===== config.mk =====
export PLATFORM = sky130hd
export DESIGN_NAME = wb2ahb
export DESIGN_NICKNAME = d
export VERILOG_FILES = /design/src/rtl/ahb_pkg.sv /design/src/rtl/wb2ahb.sv
export SDC_FILE = /design/constraint.sdc
export NUM_CORES = 1
export LEC_CHECK = 0
export ABC_AREA = 1
export BUFFER_PORTS_ARGS = -buffer_cell sky130_fd_sc_hd__buf_2
export CAP_MARGIN = 20
export CORE_MARGIN = 4
export CORE_UTILIZATION = 50
export CTS_BUF_LIST = sky130_fd_sc_hd__clkbuf_4 sky130_fd_sc_hd__clkbuf_8 sky130_fd_sc_hd__clkbuf_16
export DETAILED_ROUTE_END_ITERATION = 10
export PLACE_DENSITY = 0.88
export SLEW_MARGIN = 20
export SYNTH_ARGS = -nofsm -noshare
export SYNTH_HDL_FRONTEND = slang
export SYNTH_SLANG_ARGS = --single-unit

===== constraint.sdc =====
create_clock -name hclk -period 1.8 [get_ports hclk]
set_input_delay 0.09 -clock hclk [delete_from_list [all_inputs] [get_ports hclk]]
set_output_delay 0.09 -clock hclk [all_outputs]
set_load 0.02 [all_outputs]

===== src/rtl/ahb_pkg.sv =====
// AHB protocol encodings and bridge state type shared by the AHB/Wishbone bridges.
package ahb_pkg;

    localparam logic [1:0] HTRANS_IDLE   = 2'b00;
    localparam logic [1:0] HTRANS_BUSY   = 2'b01;
    localparam logic [1:0] HTRANS_NONSEQ = 2'b10;
    localparam logic [1:0] HTRANS_SEQ    = 2'b11;

    localparam logic [1:0] HRESP_OKAY  = 2'b00;
    localparam logic [1:0] HRESP_ERROR = 2'b01;
    localparam logic [1:0] HRESP_RETRY = 2'b10;
    localparam logic [1:0] HRESP_SPLIT = 2'b11;

    localparam logic [2:0] HBURST_SINGLE = 3'b000;

    localparam logic [2:0] HSIZE_BYTE = 3'b000;
    localparam logic [2:0] HSIZE_HALF = 3'b001;
    localparam logic [2:0] HSIZE_WORD = 3'b010;

    typedef enum logic [1:0] {
        StIdle,
        StReq,
        StAddr,
        StData
    } bridge_state_e;

endpackage


===== src/rtl/wb2ahb.sv =====
// Wishbone-slave to AHB-master bridge: one NONSEQ SINGLE transfer per classic Wishbone cycle.
// Define WB2AHB_RETRY_EN to re-issue transfers on RETRY/SPLIT; otherwise they end as errors.
module wb2ahb
    import ahb_pkg::*;
#(
    parameter int unsigned AWIDTH      = 16,
    parameter int unsigned DWIDTH      = 32,
    parameter logic [2:0]  HSIZE_VAL   = HSIZE_WORD,
    parameter int unsigned RETRY_LIMIT = 15
) (
    input  logic              hclk,
    input  logic              hresetn,
    // Wishbone slave
    input  logic [AWIDTH-1:0] adr_i,
    input  logic [DWIDTH-1:0] dat_i,
    output logic [DWIDTH-1:0] dat_o,
    input  logic              we_i,
    input  logic              cyc_i,
    input  logic              stb_i,
    output logic              ack_o,
    output logic              err_o,
    // AHB master
    output logic              hbusreq,
    input  logic              hgrant,
    output logic [AWIDTH-1:0] haddr,
    output logic [1:0]        htrans,
    output logic              hwrite,
    output logic [2:0]        hsize,
    output logic [2:0]        hburst,
    output logic [DWIDTH-1:0] hwdata,
    input  logic [DWIDTH-1:0] hrdata,
    input  logic              hready,
    input  logic [1:0]        hresp
);

`ifdef WB2AHB_RETRY_EN
    localparam int unsigned RetryCntW = (RETRY_LIMIT < 2) ? 1 : $clog2(RETRY_LIMIT + 1);
    logic [RetryCntW-1:0] retry_cnt;
`endif

    bridge_state_e     state;
    logic [AWIDTH-1:0] adr_q;
    logic [DWIDTH-1:0] dat_q;
    logic              we_q;
    logic              wb_start;
    logic              wb_live;

    assign hsize  = HSIZE_VAL;
    assign hburst = HBURST_SINGLE;

    // The ack/err guard keeps a master still strobing on the response cycle from re-triggering.
    assign wb_start = cyc_i && stb_i && !ack_o && !err_o;
    assign wb_live  = cyc_i && stb_i;

    always_ff @(posedge hclk or negedge hresetn) begin
        if (!hresetn) begin
            state   <= StIdle;
            adr_q   <= '0;
            dat_q   <= '0;
            we_q    <= 1'b0;
            hbusreq <= 1'b0;
            haddr   <= '0;
            htrans  <= HTRANS_IDLE;
            hwrite  <= 1'b0;
            hwdata  <= '0;
            dat_o   <= '0;
            ack_o   <= 1'b0;
            err_o   <= 1'b0;
`ifdef WB2AHB_RETRY_EN
            retry_cnt <= '0;
`endif
        end else begin
            ack_o <= 1'b0;
            err_o <= 1'b0;
            unique case (state)
                StIdle: begin
                    if (wb_start) begin
                        adr_q   <= adr_i;
                        we_q    <= we_i;
                        dat_q   <= dat_i;
                        hbusreq <= 1'b1;
                        state   <= StReq;
`ifdef WB2AHB_RETRY_EN
                        retry_cnt <= '0;
`endif
                    end
                end
                StReq: begin
                    if (hgrant && hready) begin
                        htrans  <= HTRANS_NONSEQ;
                        haddr   <= adr_q;
                        hwrite  <= we_q;
                        hbusreq <= 1'b0;
                        state   <= StAddr;
                    end
                end
                StAddr: begin
                    if (hready) begin
                        htrans <= HTRANS_IDLE;
                        if (we_q) begin
                            hwdata <= dat_q;
                        end
                        state <= StData;
                    end
                end
                StData: begin
                    // Two-cycle error responses simply wait here until hready rises.
                    if (hready) begin
                        state <= StIdle;
                        case (hresp)
                            HRESP_OKAY: begin
                                if (!we_q && wb_live) begin
                                    dat_o <= hrdata;
                                end
                                ack_o <= wb_live;
                            end
                            HRESP_ERROR: begin
                                err_o <= wb_live;
                            end
                            default: begin
`ifdef WB2AHB_RETRY_EN
                                if (retry_cnt == RetryCntW'(RETRY_LIMIT)) begin
                                    err_o <= wb_live;
                                end else begin
                                    retry_cnt <= retry_cnt + 1'b1;
                                    hbusreq   <= 1'b1;
                                    state     <= StReq;
                                end
`else
                                err_o <= wb_live;
`endif
                            end
                        endcase
                    end
                end
                default: state <= StIdle;
            endcase
        end
    end

endmodule


==> flow_metrics.tcl, run 1 <==
set metrics [dict create \
    outcome "complete, no violations" \
    timing.critical_path.cells "ha_1 > nand2_2 > nor2_2 > inv_1 > nor3_1 > dlygate4sd3_1" \
    critical_path_required_ns 2.23 \
    netlist_instances 558 \
    cell_internal_pwr_w 0.00767 \
    synth_warnings 0 \
    core_area_um2 10400 \
    synth.ff_latch_count 136 \
    worst_clock_skew_ns 0.00698 \
    critPathMaxFanout 4 \
    clock_path_buffers 2 \
    cts_tree "yes" \
    setup_tns_ns 0 \
    drcViolationCount 0 \
    final.min_clock_period_ns 1.66 \
    cell_rows 37 \
    die_height_um 111 \
    grt_pass1_wl_mm 22.2 \
    clk_transition_reported_paths_ns 0.06 \
    grt_max_degree 65 \
    worst_path_dominant_cell_family "buffers and inverters" \
    via_count_of_the_first_global_routing_pass 4786 \
    detail_route.first_pass.iterations 5 \
    cellPowerDensity_nw_per_um2 1540 \
    netlist_area_um2 5350 \
    ioPinCount 181 \
    grt_overflow 0 \
    hold_class "in -> reg" \
    detail-route-antenna-nets 0 \
    hpwl_mm 8.34 \
    cap_violations 0 \
    start_kind "flop" \
    critPathBufInv 2 \
    initialDrtViolationCount 225 \
    finalHoldViolCount 0 \
    power.sequential.fraction_pct 39.7 \
    numCtsBuffers 17 \
    gp_congestion 0.842 \
    groute.usage.overall_pct 22.5 \
    cts_hold_buffers 87 \
    finalInstanceArea_um2 7830 \
    fp.dieArea_um2 12400 \
    routed-via-count 4521 \
    power.ir.vdd_worst_uv 715 \
    port_buffers 173 \
    crit_arrival_ns 2.10 \
    final_nets 914 \
    final_layout_size_suffix_gt1_share_pct 27.8 \
    clkSinkCount 136 \
    power.share.combinational_pct 31.8 \
    initial_antenna_violation_count 0 \
    synthDistinctLibCells 20 \
    achievable-frequency_mhz 601 \
    syn_avg_cell_area_um2 9.58 \
    antennaDiodeCount 0 \
    cts-resized-gates 0 \
    rsz0062_at_grt "false" \
    leakagePower_nw 4.30 \
    synth-seq-area-share_pct 63.7 \
    detailed_place.area_um2 6360 \
    crit_slowest_cell "sky130_fd_sc_hd__dlygate4sd3_1" \
    viasPerCell 4.66 \
    routed_wirelength_mm 13.8 \
    area.growth.synth_to_final_pct 46.4 \
    postCtsSetupRepairBufs 0 \
    post_layout_nonfiller_instances 970 \
    critPathMaxStageDelay_ns 0.58 \
    clkPwrFrac_pct 28.5 \
    initial_cell_density_of_the_core_pct 51.5 \
    critical_path.endpoint_type "flop" \
    die_width_um 111 \
    routedWlPerCell_um 14.2 \
    clock_tree.root_cell "sky130_fd_sc_hd__clkbuf_8" \
    layout_worst_path_cycle_share_pct 92.5 \
    layout.cells.most_common_list "sky130_fd_sc_hd__buf_2 (172), sky130_fd_sc_hd__dfrtp_1 (136), sky130_fd_sc_hd__nand2_1 (96), sky130_fd_sc_hd__inv_1 (89), sky130_fd_sc_hd__dlygate4sd3_1 (87)" \
    cts_htree_levels 4 \
    p_switching_w 0.00441 \
    placedCellCount 851 \
    setup_viol 0 \
    insertion_delay_ns 0.50 \
    finish.utilization_pct 75.5 \
    drv_slew 0 \
    layout.cells.most_common "sky130_fd_sc_hd__buf_2" \
    kind_of_critical_path "reg -> reg" \
    power_switching_share_pct 36.5 \
    fillers 695 \
]
==> stage by stage <==
step	setup WS [ns]	hold WS [ns]	power, W
final	0.135	0.0353	0.0121
after global placement	0.318	0.0581	0.00828
after floorplan	0.453	-0.206	0.00711
after global routing	0.000814	0.0457	0.0129
after detailed placement	0.262	0.0557	0.00848
after CTS	0.139	0.0115	0.0121
==> final cells by class <==
| class | count | area (um2) | area share [%] |
|---|---|---|---|
| Sequential cell | 136 | 3400 | 43.5 |
| Timing Repair Buffer | 271 | 1890 | 24.1 |
| Multi-Input combinational cell | 306 | 1440 | 18.4 |
| Clock inverter | 15 | 179 | 2.29 |
| Inverter | 89 | 334 | 4.27 |
| Clock buffer | 17 | 414 | 5.29 |
| Tap cell | 136 | 170 | 2.17 |
==> worst register-to-register path, stage by stage, from the launching register on <==
cell	delay (ns)
sky130_fd_sc_hd__dfrtp_1	0.40
sky130_fd_sc_hd__ha_1	0.20
sky130_fd_sc_hd__nand2_2	0.06
sky130_fd_sc_hd__nor2_2	0.15
sky130_fd_sc_hd__inv_1	0.09
sky130_fd_sc_hd__nor3_1	0.12
sky130_fd_sc_hd__dlygate4sd3_1	0.58
==> synth_stat cells <==
cell | count | area share [%]
sky130_fd_sc_hd__o21ai_2 | 11 | 1.8
sky130_fd_sc_hd__nand3_1 | 4 | 0.37
sky130_fd_sc_hd__nor3_1 | 1 | 0.094
sky130_fd_sc_hd__nand2_1 | 96 | 6.7
sky130_fd_sc_hd__nand3_4 | 1 | 0.33
sky130_fd_sc_hd__inv_1 | 89 | 6.2
sky130_fd_sc_hd__a21oi_1 | 50 | 4.7
sky130_fd_sc_hd__buf_4 | 7 | 0.98
sky130_fd_sc_hd__nand3_2 | 2 | 0.37
sky130_fd_sc_hd__clkbuf_1 | 16 | 1.1
sky130_fd_sc_hd__buf_2 | 3 | 0.28
sky130_fd_sc_hd__nand2_2 | 1 | 0.12
sky130_fd_sc_hd__dfrtp_1 | 136 | 64
sky130_fd_sc_hd__o21ai_1 | 21 | 2.0
sky130_fd_sc_hd__nor2_1 | 54 | 3.8
sky130_fd_sc_hd__o21ai_0 | 53 | 5.0
sky130_fd_sc_hd__nor2_2 | 1 | 0.12
sky130_fd_sc_hd__conb_1 | 2 | 0.14
sky130_fd_sc_hd__ha_1 | 4 | 0.94
sky130_fd_sc_hd__buf_6 | 6 | 1.3
==> final timing paths <==
check                      cells past startpoint      from   endpoint  slack, ns
max in group asynchronous                      3   hresetn  dat_o[15]       1.04
max                                            6  state[0]      ack_o       0.14
max reg2reg                                    6  state[0]      ack_o       0.14
min reg2reg                                    2  haddr[9]   haddr[9]       0.48
min in group asynchronous                      2   hresetn  hwdata[5]       0.12
min                                            4    hready  htrans[1]       0.04
==> power groups by stage <==
stage | clock, W | sequential (W) | combinational (W)
4_1_cts | 0.00352 | 0.00478 | 0.00382
3_5_place_dp | 0 | 0.00481 | 0.00367
3_3_place_gp | 0 | 0.00475 | 0.00353
6_report | 0.00344 | 0.00479 | 0.00384
2_1_floorplan | 0 | 0.00558 | 0.00154
5_1_grt | 0.00368 | 0.00493 | 0.00427
==> routing by layer <==
layer | vias up | part of all wire [%] | global-route usage (%)
li1 | 2249 | - | -
met1 | 2096 | 39 | 24.8
met2 | 139 | 54 | 40.6
met3 | 37 | 4.7 | 5.82
met4 | 0 | 2.9 | 10.1
met5 | - | 0 | 0
==> flip-flops by register name, indices dropped and copies added, names as in the netlist, 2 cells and up <==
signal and cells:
adr_q 16, dat_o 32, dat_q 32, haddr 16
hwdata 32, state 2
==> cells by family after synthesis <==
| family | synth area share (%) |
|---|---|
| AO/OA/AOI/OAI | 13.4 |
| adder cells (fa/ha/maj) | 0.936 |
| flip-flops | 63.7 |
| other | 0.141 |
| AND/OR/NAND/NOR | 11.9 |
| buffers and inverters | 9.90 |
Note: power is estimated with default switching activity, not from simulation.
==> run 2, diff against run 1 <==
--- a/config.mk
+++ b/config.mk
@@ -8,7 +8,6 @@
 export ABC_AREA = 1
 export BUFFER_PORTS_ARGS = -buffer_cell sky130_fd_sc_hd__buf_2
 export CAP_MARGIN = 20
-export CORE_MARGIN = 4
 export CORE_UTILIZATION = 50
 export CTS_BUF_LIST = sky130_fd_sc_hd__clkbuf_4 sky130_fd_sc_hd__clkbuf_8 sky130_fd_sc_hd__clkbuf_16
 export DETAILED_ROUTE_END_ITERATION = 10
==> constraint.sdc (replaced) <==
create_clock -name hclk -period 1.8 [get_ports hclk]
set_input_delay 0.45 -clock hclk [delete_from_list [all_inputs] [get_ports hclk]]
set_output_delay 0.45 -clock hclk [all_outputs]
set_load 0.02 [all_outputs]
==> flow_metrics.tcl, run 2 (same netlist as run 1, synthesis figures left out) <==
set metrics [dict create \
    outcome "complete, no violations" \
    core_area_um2 10300 \
    numCtsBuffers 17 \
    critical_path_required_ns 2.18 \
    critical_path.endpoint_type "flop" \
    insertion_delay_ns 0.51 \
    hold_class "in -> reg" \
    setup_viol 0 \
    setup_tns_ns 0 \
    clkSinkCount 136 \
    die_width_um 105 \
    routedWlPerCell_um 13.3 \
    detail-route-antenna-nets 0 \
    critPathMaxFanout 51 \
    worst_clock_skew_ns 0.00768 \
    initial_cell_density_of_the_core_pct 51.8 \
    cell_rows 37 \
    cell_internal_pwr_w 0.00759 \
    clock_tree.root_cell "sky130_fd_sc_hd__clkbuf_8" \
    antennaDiodeCount 0 \
    die_height_um 105 \
    grt_pass1_wl_mm 19.3 \
    clock_path_buffers 2 \
    rsz0062_at_grt "false" \
    placedCellCount 849 \
    port_buffers 173 \
    gp_congestion 0.796 \
    viasPerCell 4.80 \
    grt_max_degree 65 \
    clk_transition_reported_paths_ns 0.06 \
    groute.layer.met1.usage_pct 26.7 \
    grt_most_used_layer "met2" \
    layout.cells.most_common_list "sky130_fd_sc_hd__buf_2 (172), sky130_fd_sc_hd__dfrtp_1 (136), sky130_fd_sc_hd__nand2_1 (96), sky130_fd_sc_hd__inv_1 (89), sky130_fd_sc_hd__nor2_1 (54)" \
    routed_wirelength_mm 11.8 \
    area.growth.synth_to_final_pct 30.3 \
    hpwl_mm 8.00 \
    grt_overflow 0 \
    kind_of_critical_path "reg -> reg" \
    cts_tree "yes" \
    power.sequential.fraction_pct 40.3 \
    routed-via-count 4232 \
    power.share.combinational_pct 31.3 \
    cellPowerDensity_nw_per_um2 1710 \
    detail_route.first_pass.iterations 5 \
    crit_arrival_ns 2.01 \
    achievable-frequency_mhz 616 \
    p_switching_w 0.00428 \
    final_nets 826 \
    final.min_clock_period_ns 1.62 \
    cts_htree_levels 4 \
    initialDrtViolationCount 219 \
    final_layout_size_suffix_gt1_share_pct 30.8 \
    postCtsSetupRepairBufs 0 \
    via_count_of_the_first_global_routing_pass 4237 \
    start_kind "flop" \
    clkPwrFrac_pct 28.4 \
    cts-resized-gates 0 \
    met2_usage_pct 38.3 \
    use_met3_pct 5.57 \
    layout_worst_path_cycle_share_pct 90.2 \
    ioPinCount 181 \
    layout.cells.most_common "sky130_fd_sc_hd__buf_2" \
    drv_slew 0 \
    post_layout_nonfiller_instances 882 \
    finalHoldViolCount 0 \
    leakagePower_nw 3.93 \
    groute.usage.overall_pct 22.7 \
    fp.dieArea_um2 11100 \
    drcViolationCount 0 \
    power_switching_share_pct 36.1 \
    initial_antenna_violation_count 0 \
    registers_with_the_most_flip_flops "dat_o x32, dat_q x32, hwdata x32" \
    power.ir.vdd_worst_uv 807 \
    cap_violations 0 \
]
## run 2: worst paths after layout
path	from	endpoint	slack [ns]	cells past startpoint
max	state[0]	dat_q[26]	0.18	6
min	hresp[0]	ack_o	0.12	2
max reg2reg	state[0]	dat_q[26]	0.18	6
min reg2reg	dat_o[16]	dat_o[16]	0.48	2
max in group asynchronous	hresetn	adr_q[2]	0.79	3
min in group asynchronous	hresetn	hwdata[8]	0.42	2
## run 2: critical path, cell delays in order (launching register included)
cell and delay, ns:
sky130_fd_sc_hd__dfrtp_1 0.41, sky130_fd_sc_hd__inv_1 0.11, sky130_fd_sc_hd__ha_1 0.26, sky130_fd_sc_hd__nand3_4 0.22
sky130_fd_sc_hd__buf_12 0.26, sky130_fd_sc_hd__nor2_1 0.16, sky130_fd_sc_hd__a21oi_1 0.07
## run 2: power groups by stage
stage / Combinational, W / Sequential (W) / Clock [W]
2_1_floorplan: 0.00154 / 0.00558 / 0
3_3_place_gp: 0.00350 / 0.00475 / 0
3_5_place_dp: 0.00368 / 0.00482 / 0
4_1_cts: 0.00375 / 0.00480 / 0.00345
5_1_grt: 0.00412 / 0.00492 / 0.00359
6_report: 0.00371 / 0.00479 / 0.00337
## run 2: per-stage QoR
step / hold WS [ns] / setup slack (ns) / util (%) / total power, W / instance area [um2]
detailed placement: 0.387 / 0.289 / 61.6 / 0.00850 / 6360
global placement: 0.376 / 0.369 / 61.6 / 0.00825 / 6360
finish: 0.117 / 0.176 / 67.5 / 0.0119 / 6960
CTS: 0.0823 / 0.166 / 67.5 / 0.0120 / 6960
floorplan: 0.154 / 0.453 / - / 0.00711 / 5360
global route: 0.0897 / 0.0824 / 67.5 / 0.0126 / 6960
## run 2: layout make-up
class                   count  area [um2]
flip-flops and latches    136        3400
clock buffers              20         449
clock inverters            12         144
repair buffers            183        1020
inverters                  89         334
fillers                   796        3360
multi-input cells         306        1440
well taps                 136         170
## run 2: per-layer routing
layer	vias to the layer above	wire, um
li1	2060	-
met2	135	6130
met4	0	340
met3	27	496
met1	2010	4810
met5	-	0
## run 2: what timing repair did
item | in CTS | in global routing
hold buffers | 1 | 0
endpoints found under the setup margin | 0 | 0
endpoints found under the hold margin | 35 | 0
==> run 3, diff against run 2 <==
--- a/config.mk
+++ b/config.mk
@@ -8,10 +8,10 @@
 export ABC_AREA = 1
 export BUFFER_PORTS_ARGS = -buffer_cell sky130_fd_sc_hd__buf_2
 export CAP_MARGIN = 20
-export CORE_UTILIZATION = 50
-export CTS_BUF_LIST = sky130_fd_sc_hd__clkbuf_4 sky130_fd_sc_hd__clkbuf_8 sky130_fd_sc_hd__clkbuf_16
+export CORE_UTILIZATION = 52
+export CTS_BUF_LIST = sky130_fd_sc_hd__clkbuf_2
 export DETAILED_ROUTE_END_ITERATION = 10
-export PLACE_DENSITY = 0.88
+export PLACE_DENSITY = 0.91
 export SLEW_MARGIN = 20
 export SYNTH_ARGS = -nofsm -noshare
 export SYNTH_HDL_FRONTEND = slang
==> flow_metrics.tcl, run 3 (same netlist as run 1, synthesis figures left out) <==
set metrics [dict create \
    met2_usage_pct 50.8 \
    fp.dieArea_um2 10700 \
    r2r_start "state[1]" \
    registers_with_the_most_flip_flops "dat_o x32, dat_q x32, hwdata x32" \
    grt_overflow 0 \
    layout_worst_path_cycle_share_pct 108 \
    critPathBufInv 2 \
    drcViolationCount 0 \
    detail-route-antenna-nets 0 \
    grt_max_degree 65 \
    hpwl_mm 8.44 \
    die_width_um 103 \
    initialDrtViolationCount 347 \
    start_kind "flop" \
    post_layout_nonfiller_instances 1009 \
    cts_tree "yes" \
    final_layout_size_suffix_gt1_share_pct 31.2 \
    routed_wirelength_mm 18.6 \
    clk_transition_reported_paths_ns 0.22 \
    clock_tree.root_cell "sky130_fd_sc_hd__clkbuf_2" \
    rsz0062_at_grt "true" \
    gp_congestion 0.822 \
    viasPerCell 5.40 \
    cap_violations 0 \
    final_nets 954 \
    port_buffers 173 \
    via_count_of_the_first_global_routing_pass 4948 \
    layout.cells.most_common_list "sky130_fd_sc_hd__dfrtp_1 (136), sky130_fd_sc_hd__nand2_1 (96), sky130_fd_sc_hd__inv_1 (89), sky130_fd_sc_hd__buf_2 (89), sky130_fd_sc_hd__buf_6 (84)" \
    start_point_of_the_critical_path "state[1]" \
    grt_pass1_wl_mm 22.6 \
    cts_htree_levels 4 \
    finalHoldViolCount 0 \
    critical_path.endpoint_type "flop" \
    core_area_um2 9860 \
    kind_of_critical_path "reg -> reg" \
    timing.hold.worst.start "hresp[0]" \
    initial_antenna_violation_count 1 \
    area.growth.synth_to_final_pct 55.4 \
    timing.critical_path.cells "ha_1 > nand2_2 > nor2_2 > inv_1 > nor3_1 > dlygate4sd3_1" \
    detail_route.first_pass.iterations 6 \
    insertion_delay_ns 0.71 \
    routedWlPerCell_um 18.4 \
    power.ir.vdd_worst_uv 704 \
    cell_rows 36 \
    worst_clock_skew_ns 0.0337 \
    critPathMaxStageDelay_ns 0.59 \
    critical_path_required_ns 2.46 \
    layout.cells.most_common "sky130_fd_sc_hd__dfrtp_1" \
    ioPinCount 181 \
    failed_checks "setup timing" \
    routed-via-count 5450 \
    numCtsBuffers 17 \
    final.min_clock_period_ns 1.94 \
    crit_slowest_cell "sky130_fd_sc_hd__dlygate4sd3_1" \
    use_met3_pct 9.21 \
    crit_arrival_ns 2.60 \
    relSlewSlack_pct 65.6 \
    groute.layer.met1.usage_pct 29.8 \
    timing.hold.ws_ns 0.0458 \
    leakagePower_nw 4.47 \
    worst_slack_ns -0.140 \
    initial_cell_density_of_the_core_pct 54.2 \
    critPathMaxFanout 4 \
    cellPowerDensity_nw_per_um2 1490 \
    actual_transition_at_the_worst_max_transition_pin_ns 0.514 \
    placedCellCount 846 \
    setup_viol 3 \
    grt_most_used_layer "met2" \
    outcome "finished with violations" \
    groute.usage.overall_pct 29.1 \
    clock_path_buffers 2 \
    die_height_um 103 \
    drv_slew 0 \
    clkSinkCount 136 \
    hold_class "in -> reg" \
    worst_path_dominant_cell_family "buffers and inverters" \
    achievable-frequency_mhz 515 \
]
run 3: cell types whose count changed in the layout (fill, tap and decap cells not counted), sizes merged:
cell and change:
bufinv +1, inv -1, buf +46, clkbuf -2
dlygate4sd3 +82, diode +2, clkinv +2
run 3: power by group:
part / internal (W) / total, W / switching [W] / leakage [nW]
logic: 0.00252 / 0.00549 / 0.00297 / 2.68
registers: 0.00424 / 0.00500 / 0.000760 / 1.65
clock network: 0.000763 / 0.00191 / 0.00115 / 0.143
run 3: worst reg2reg max path, stage by stage, from the launching register on:
cell and delay (ns):
sky130_fd_sc_hd__dfrtp_1 0.45, sky130_fd_sc_hd__ha_1 0.23, sky130_fd_sc_hd__nand2_2 0.12, sky130_fd_sc_hd__nor2_2 0.24, sky130_fd_sc_hd__inv_1 0.12, sky130_fd_sc_hd__nor3_1 0.18
sky130_fd_sc_hd__dlygate4sd3_1 0.59
run 3: repair_timing:
item / in CTS / in global routing
setup buffers: 1 / 45
hold buffers: 82 / 1
endpoints found under the hold margin: 193 / 1
pin swaps: 0 / 1
endpoints found under the setup margin: 3 / 86
gates resized for setup: 4 / 162
run 3: layer usage:
metal,routed length (um),up-vias
met5,53,-
met4,1250,2
met3,1520,132
met2,9750,409
met1,6030,2581
li1,-,2326
run 3: layout make-up:
type | instances | area, um2
antenna | 2 | 5.00
fill | 464 | 1560
timing repair buffer | 311 | 2710
clock buffer | 18 | 90.1
multi-input combinational | 306 | 1440
sequential | 136 | 3400
tap | 133 | 166
clock inverter | 14 | 156
inverter | 89 | 334
run 3: path summary, 6_finish.rpt:
check / to / slack, ns / depth (start not counted)
worst min-delay path: err_o / 0.05 / 3
max in group asynchronous: adr_q[8] / 0.93 / 3
worst max-delay path: ack_o / -0.14 / 6
worst max register to register: ack_o / -0.14 / 6
min in group asynchronous: hwdata[10] / 0.19 / 2
worst min register to register: dat_q[20] / 0.52 / 2
run 3: metrics by stage:
stage	setup TNS (ns)	utilization (%)	setup slack [ns]	total power, W	area (um2)
2_1_floorplan	0	-	0.453	0.00711	5360
3_3_place_gp	0	64.4	0.347	0.00825	6360
3_5_place_dp	0	64.4	0.263	0.00854	6360
4_1_cts	0	75.5	0.00147	0.0106	7440
5_1_grt	-4.39	84.1	-0.381	0.0131	8300
6_report	-0.312	84.2	-0.140	0.0124	8300
